===== config.mk =====
export PLATFORM = sky130hd
export DESIGN_NAME = seq_calculator
export DESIGN_NICKNAME = d
export VERILOG_FILES = /design/src/rtl/calc_pkg.sv /design/src/rtl/seq_divider.sv /design/src/rtl/seq_calculator.sv
export SDC_FILE = /design/constraint.sdc
export NUM_CORES = 1
export LEC_CHECK = 0
export CAP_MARGIN = 25
export CORE_ASPECT_RATIO = 1.75
export CORE_MARGIN = 4
export CORE_UTILIZATION = 52
export DETAILED_ROUTE_END_ITERATION = 7
export MAX_ROUTING_LAYER = met4
export PLACE_DENSITY = 0.76
export SLEW_MARGIN = 20
export SYNTH_ARGS = -nofsm -noshare
export SYNTH_HDL_FRONTEND = slang
export SYNTH_SLANG_ARGS = --single-unit

===== constraint.sdc =====
create_clock -name clk -period 2.2 [get_ports clk]
set_clock_uncertainty 0.1 [all_clocks]
set_input_delay 0.33 -clock clk [delete_from_list [all_inputs] [get_ports clk]]
set_output_delay 0.33 -clock clk [all_outputs]
set_load 0.05 [all_outputs]

===== src/rtl/calc_pkg.sv =====
// calc_pkg: op codes and FSM state encoding shared by the sequential calculator
package calc_pkg;

    localparam logic [1:0] OP_ADD = 2'b00;
    localparam logic [1:0] OP_SUB = 2'b01;
    localparam logic [1:0] OP_DIV = 2'b10;
    localparam logic [1:0] OP_MUL = 2'b11;

    typedef enum logic [1:0] {
        IDLE = 2'd0,
        CALC = 2'd1,
        DONE = 2'd2
    } state_t;

endpackage


===== src/rtl/seq_divider.sv =====
// seq_divider: W-iteration restoring divider with zero-divisor detection
module seq_divider
    import calc_pkg::*;
#(
    parameter int W = 4
) (
    input  logic         clk,
    input  logic         clr,
    input  logic         start_i,
    input  logic [W-1:0] dvd_i,
    input  logic [W-1:0] dvs_i,
    output logic         last_o,
    output logic         err_o,
    output logic [W-1:0] quo_o,
    output logic [W-1:0] rem_o
);

    localparam int CW = $clog2(W);

    logic          run_q, run_d;
    logic [CW-1:0] cnt_q, cnt_d;
    logic [W-1:0]  quo_q, quo_d;
    logic [W-1:0]  rem_q, rem_d;
    logic [W-1:0]  dvs_q, dvs_d;
    logic [W:0]    shift;
    logic [W:0]    trial;
    logic          fits;
    logic [W-1:0]  quo_nx;
    logic [W-1:0]  rem_nx;

    // One restoring step per cycle; a zero divisor finishes on the first cycle
    always_comb begin
        shift  = {rem_q, quo_q[W-1]};
        trial  = shift - {1'b0, dvs_q};
        fits   = ~trial[W];
        quo_nx = {quo_q[W-2:0], fits};
        rem_nx = fits ? trial[W-1:0] : shift[W-1:0];
        err_o  = (dvs_q == '0);
        last_o = run_q && (err_o || cnt_q == CW'(W - 1));
        quo_o  = err_o ? '1 : quo_nx;
        rem_o  = err_o ? quo_q : rem_nx;
        run_d  = start_i ? 1'b1 : (run_q && !last_o);
        cnt_d  = start_i ? '0 : (run_q ? cnt_q + 1'b1 : cnt_q);
        quo_d  = start_i ? dvd_i : (run_q ? quo_nx : quo_q);
        rem_d  = start_i ? '0 : (run_q ? rem_nx : rem_q);
        dvs_d  = start_i ? dvs_i : dvs_q;
    end

    // Iteration state registers
    always_ff @(posedge clk) begin
        if (clr) begin
            run_q <= 1'b0;
            cnt_q <= '0;
            quo_q <= '0;
            rem_q <= '0;
            dvs_q <= '0;
        end else begin
            run_q <= run_d;
            cnt_q <= cnt_d;
            quo_q <= quo_d;
            rem_q <= rem_d;
            dvs_q <= dvs_d;
        end
    end

endmodule


===== src/rtl/seq_calculator.sv =====
// seq_calculator: multi-cycle add/sub/mul/div core with start/busy/done handshake; CALC_ANS_EN adds use_ans chaining
module seq_calculator
    import calc_pkg::*;
#(
    parameter int W  = 4,
    parameter int RW = 2 * W
) (
    input  logic          clk,
    input  logic          clr,
    input  logic          start,
    input  logic [1:0]    op,
    input  logic [W-1:0]  a,
    input  logic [W-1:0]  b,
`ifdef CALC_ANS_EN
    input  logic          use_ans,
`endif
    output logic          busy,
    output logic          done,
    output logic [RW-1:0] result,
    output logic [W-1:0]  remainder,
    output logic          neg,
    output logic          err
);

    localparam int CW = $clog2(W);

    state_t        state_q, state_d;
    logic [1:0]    op_q, op_d;
    logic [CW-1:0] cnt_q, cnt_d;
    logic [RW-1:0] opa_q, opa_d;
    logic [W-1:0]  opb_q, opb_d;
    logic [RW-1:0] prod_q, prod_d;
    logic [RW-1:0] result_q, result_d;
    logic [W-1:0]  rem_q, rem_d;
    logic          neg_q, neg_d;
    logic          err_q, err_d;
    logic [W-1:0]  a_eff;
    logic          accept;
    logic          fin;
    logic [RW-1:0] mul_acc;
    logic          div_last;
    logic          div_err;
    logic [W-1:0]  div_quo;
    logic [W-1:0]  div_rem;

`ifdef CALC_ANS_EN
    assign a_eff = use_ans ? result_q[W-1:0] : a;
`else
    assign a_eff = a;
`endif

    assign accept    = start && state_q != CALC;
    assign busy      = state_q == CALC;
    assign done      = state_q == DONE;
    assign result    = result_q;
    assign remainder = rem_q;
    assign neg       = neg_q;
    assign err       = err_q;

    seq_divider #(.W(W)) u_div (
        .clk     (clk),
        .clr     (clr),
        .start_i (accept && op == OP_DIV),
        .dvd_i   (a_eff),
        .dvs_i   (b),
        .last_o  (div_last),
        .err_o   (div_err),
        .quo_o   (div_quo),
        .rem_o   (div_rem)
    );

    // Next state, shift-add multiplier step and result capture on the finishing edge
    always_comb begin
        state_d  = state_q;
        op_d     = op_q;
        cnt_d    = cnt_q;
        opa_d    = opa_q;
        opb_d    = opb_q;
        prod_d   = prod_q;
        result_d = result_q;
        rem_d    = rem_q;
        neg_d    = neg_q;
        err_d    = err_q;
        mul_acc  = prod_q + (opb_q[0] ? opa_q : '0);
        fin      = (op_q == OP_ADD) || (op_q == OP_SUB) ||
                   (op_q == OP_MUL && cnt_q == CW'(W - 1)) ||
                   (op_q == OP_DIV && div_last);
        if (state_q == CALC) begin
            cnt_d  = cnt_q + 1'b1;
            opa_d  = opa_q << 1;
            opb_d  = opb_q >> 1;
            prod_d = mul_acc;
            if (fin) begin
                state_d  = DONE;
                result_d = op_q == OP_ADD ? opa_q + {{W{1'b0}}, opb_q} :
                           op_q == OP_SUB ? opa_q - {{W{1'b0}}, opb_q} :
                           op_q == OP_MUL ? mul_acc : {{W{1'b0}}, div_quo};
                rem_d    = op_q == OP_DIV ? div_rem : '0;
                neg_d    = op_q == OP_SUB && opa_q[W-1:0] < opb_q;
                err_d    = op_q == OP_DIV && div_err;
            end
        end else if (start) begin
            state_d = CALC;
            op_d    = op;
            cnt_d   = '0;
            opa_d   = {{W{1'b0}}, a_eff};
            opb_d   = b;
            prod_d  = '0;
        end else begin
            state_d = IDLE;
        end
    end

    // State and datapath registers
    always_ff @(posedge clk) begin
        if (clr) begin
            state_q  <= IDLE;
            op_q     <= OP_ADD;
            cnt_q    <= '0;
            opa_q    <= '0;
            opb_q    <= '0;
            prod_q   <= '0;
            result_q <= '0;
            rem_q    <= '0;
            neg_q    <= 1'b0;
            err_q    <= 1'b0;
        end else begin
            state_q  <= state_d;
            op_q     <= op_d;
            cnt_q    <= cnt_d;
            opa_q    <= opa_d;
            opb_q    <= opb_d;
            prod_q   <= prod_d;
            result_q <= result_d;
            rem_q    <= rem_d;
            neg_q    <= neg_d;
            err_q    <= err_d;
        end
    end

endmodule


==> results.cfg, run 1 <==
[logic_synthesis]
syn_area_um2 = 3270
synth-seq-area-share = 0.336
synth_mux_area_frac = 0.0680
syn_avg_cell_area_um2 = 8.71
synth_xor_area_frac = 0.0478
synthSimpleGateAreaFrac = 0.192
synth-seq-cells = 55
postSynthCellCount = 376
yosys.cell_types.count = 52
yosysTopAreaCellShare = 0.336
synth_compound_area_frac = 0.183
synth_fa_ha_area_frac = 0.105
synth_top_family_by_area = simple AND/OR/NAND/NOR gates
synthesis.nets = 414
synth_area_leaders = dfxtp_1 34%, ha_1 8.0%, mux2i_1 6.1%
synth.largest_area_cell = dfxtp_1
ys_warn_count = 0

[critical_path]
slowest_delay_ps = 370
crit_family = compound AO/OA/AOI/OAI gates
cp_common_cell = ha_4
required_ps = 2300
r2r_end = result[6]$_SDFFE_PP0P_
reg2reg_depth = 10
crit_path_top_delay_cell = dfxtp_4
crit_path_max_fanout = 4
path_cells = ha_4 -> ha_4 -> fa_2 -> a21o_1 -> a21oi_2 -> o21bai_1 -> a21oi_1 -> xnor2_1 -> a221oi_1 -> nor3_1
rr_startpoint = opb_q[0]$_SDFFE_PP0P_
critPathLaunchType = flip-flop
path_buf_inv = 0
arrival_ps = 2400
critPathCaptureType = flip-flop
worstSetupPathType = flip-flop to flip-flop
r2r_slack_ps = -100

[detailed_routing]
drt-pass1-iter-count = 4
drtAntennaViolNets = 0
drt-initial-drc-count = 157
wl_per_cell_um = 17.6
vias = 3018
drc = 0
detail_route.wirelength_um = 9160
routed_via_density = 5.82

[clock_network]
clockBufferDepth = 2
clock-sinks = 55
numCtsBuffers = 5
cts_tree = yes
cts_max_level = 2
path_clk_slew_ps = 110
worstSkewPairLatency_ps = 320
root_buffer = clkbuf_8

[finish]
antenna_cells = 0
syn_to_final_growth_pct = 28.7
drive_above_1_share = 0.239
finalCoreUtilization = 0.682
mostFrequentLayoutCell = dfxtp_1
final_cell_mix = 50 x dfxtp_1, 45 x nor2_1, 44 x buf_4, 27 x a21oi_1, 26 x clkdlybuf4s50_1
fillerInstances = 509
nets = 476
stdcell_area_um2 = 4210

[min_path]
worstHoldPathCells = 3
hp-start = clr
hp-class = input port to flip-flop
min_to = remainder[1]$_SDFFE_PP0P_

[floorplan]
core.rowCount = 38
initial_core_util = 0.530
die_area_um2 = 7680
die_x_um = 68.0
core_um2 = 6180
ioPinCount = 29
die_h_um = 113

[power_and_ir_drop]
irDropWorstVdd_mv = 0.517
p_leak_nw = 1.70
p_per_area_nw_per_um2 = 548

[grt]
track_usage = 0.254
gr-total-overflow = 0
grt_pass1_vias = 3129
grt_max_degree = 51
grt_pass1_wl_um = 14300
antenna_found_initial = 0

[sta]
period_share = 1.05
fmax_mhz = 434
tightestPinTransition_ps = 542
finalMaxSlewViolations = 0
hold_viol = 0
finalWorstPathRequiredPeriod_ps = 2300
fin_ws_ps = -102
rsz0062_at_grt = yes
setup_tns_ps = -288
maxSlewHeadroom = 0.638
report.final.setup_viol = 7

[placed_design]
postPlaceCellArea_um2 = 3890
port_buffers = 28
gp_congestion = 0.890
dp_hpwl_um = 6570

[job]
max_cap_violations = 0

[run_status]
status = complete, but fails checks
violations = setup timing
logic make-up (layout without fill, tap and decap cells):
kind of cell,Yosys count,in the layout
XOR/XNOR,17,17
flip-flops,55,55
AND/OR/NAND/NOR,125,125
adder cells (fa/ha/maj),25,25
multiplexers,21,21
buffers and inverters,44,107
AO/OA/AOI/OAI,89,89
state kept, by name, summed over array words and instances (netlist names), 4 cells and up:
signal       cells
result           8
opa_q            8
u_div.rem_q      4
opb_q            4
remainder        4
prod_q           8
u_div.dvs_q      4
u_div.quo_q      4
cells in the mapped netlist, drive strengths merged:
cell type and instances:
a211oi 17, a21o 5, a21oi 30, a221oi 3, a22oi 6, a31oi 2
and2 7, and3 1, buf 7, clkbuf 15, clkdlybuf4s15 1, dfxtp 55
fa 4, ha 21, inv 21, mux2i 20, mux4 1, nand2 26
nand2b 6, nand3 3, nand3b 10, nand4 2, nand4b 1, nor2 46
nor2b 4, nor3 10, nor3b 4, nor4 1, o211ai 3, o21a 2
o21ai 12, o21bai 1, o22ai 5, o311ai 2, o41ai 1, or2 2
or3 1, or4b 1, xnor2 11, xor2 6
per-stage QoR:
step / hold slack [ps] / setup slack, ps / instances / power, mW
floorplan: 350 / 9.88 / 376 / 1.45
global placement: 347 / -24.4 / 506 / 1.64
detailed placement: 374 / -94.4 / 506 / 1.65
CTS: 259 / -110 / 515 / 2.25
global route: 281 / -186 / 519 / 2.41
finish: 277 / -102 / 519 / 2.31
worst register-to-register path, cell delays in order, from the launching register on:
cell and delay (ps):
dfxtp_4 370, ha_4 170, ha_4 160, fa_2 340, a21o_1 180, a21oi_2 140, o21bai_1 70, a21oi_1 170
xnor2_1 130, a221oi_1 280, nor3_1 80
where the power goes:
part	internal, mW	switching, mW	total, mW	leakage, nW
clock network	0.258	0.351	0.609	0.0474
logic	0.281	0.344	0.625	1.20
registers	1.04	0.0396	1.08	0.451
worst max-delay path by stage:
stage	from	endpoint	slack [ps]	cells past startpoint
3_3_place_gp	opa_q[0]$_SDFFE_PP0P_	result[4]$_SDFFE_PP0P_	-20	10
4_1_cts	opb_q[0]$_SDFFE_PP0P_	result[6]$_SDFFE_PP0P_	-110	10
3_5_place_dp	opa_q[0]$_SDFFE_PP0P_	result[6]$_SDFFE_PP0P_	-90	10
5_1_grt	opb_q[0]$_SDFFE_PP0P_	result[6]$_SDFFE_PP0P_	-190	10
6_report	opb_q[0]$_SDFFE_PP0P_	result[6]$_SDFFE_PP0P_	-100	10
2_1_floorplan	opb_q[0]$_SDFFE_PP0P_	result[6]$_SDFFE_PP0P_	10	10
area by class of cell:
| type | instances | area (um2) | share of cell area |
|---|---|---|---|
| inverter | 21 | 78.8 | 0.0187 |
| clock inverter | 2 | 16.3 | 0.00386 |
| tap | 80 | 100 | 0.0238 |
| multi-input combinational | 277 | 2130 | 0.505 |
| clock buffer | 6 | 82.6 | 0.0196 |
| timing repair buffer | 78 | 692 | 0.164 |
| sequential | 55 | 1110 | 0.265 |
metal layers:
| metal | vias to the layer above | track usage | wire length, um |
|---|---|---|---|
| li1 | 1436 | - | - |
| met1 | 1427 | 0.236 | 3120 |
| met2 | 104 | 0.430 | 5050 |
| met3 | 51 | 0.0407 | 302 |
| met4 | 0 | 0.216 | 681 |
| met5 | - | - | 0 |
repair_timing:
action                                  CTS  global route
pin swaps                                 4            21
hold endpoints to repair                  0             0
endpoints found under the setup margin   15            19
hold buffers                              0             0
setup buffers                             1             5
resized for setup                         6            39
No activity file was read; power rests on OpenSTA's default activity.
==> run 2: changes to the inputs <==
CTS_CLUSTER_SIZE = 28   (was not set)
==> results of run 2 <==
No change in the layout: final DEF, timing and power equal those of run 1.
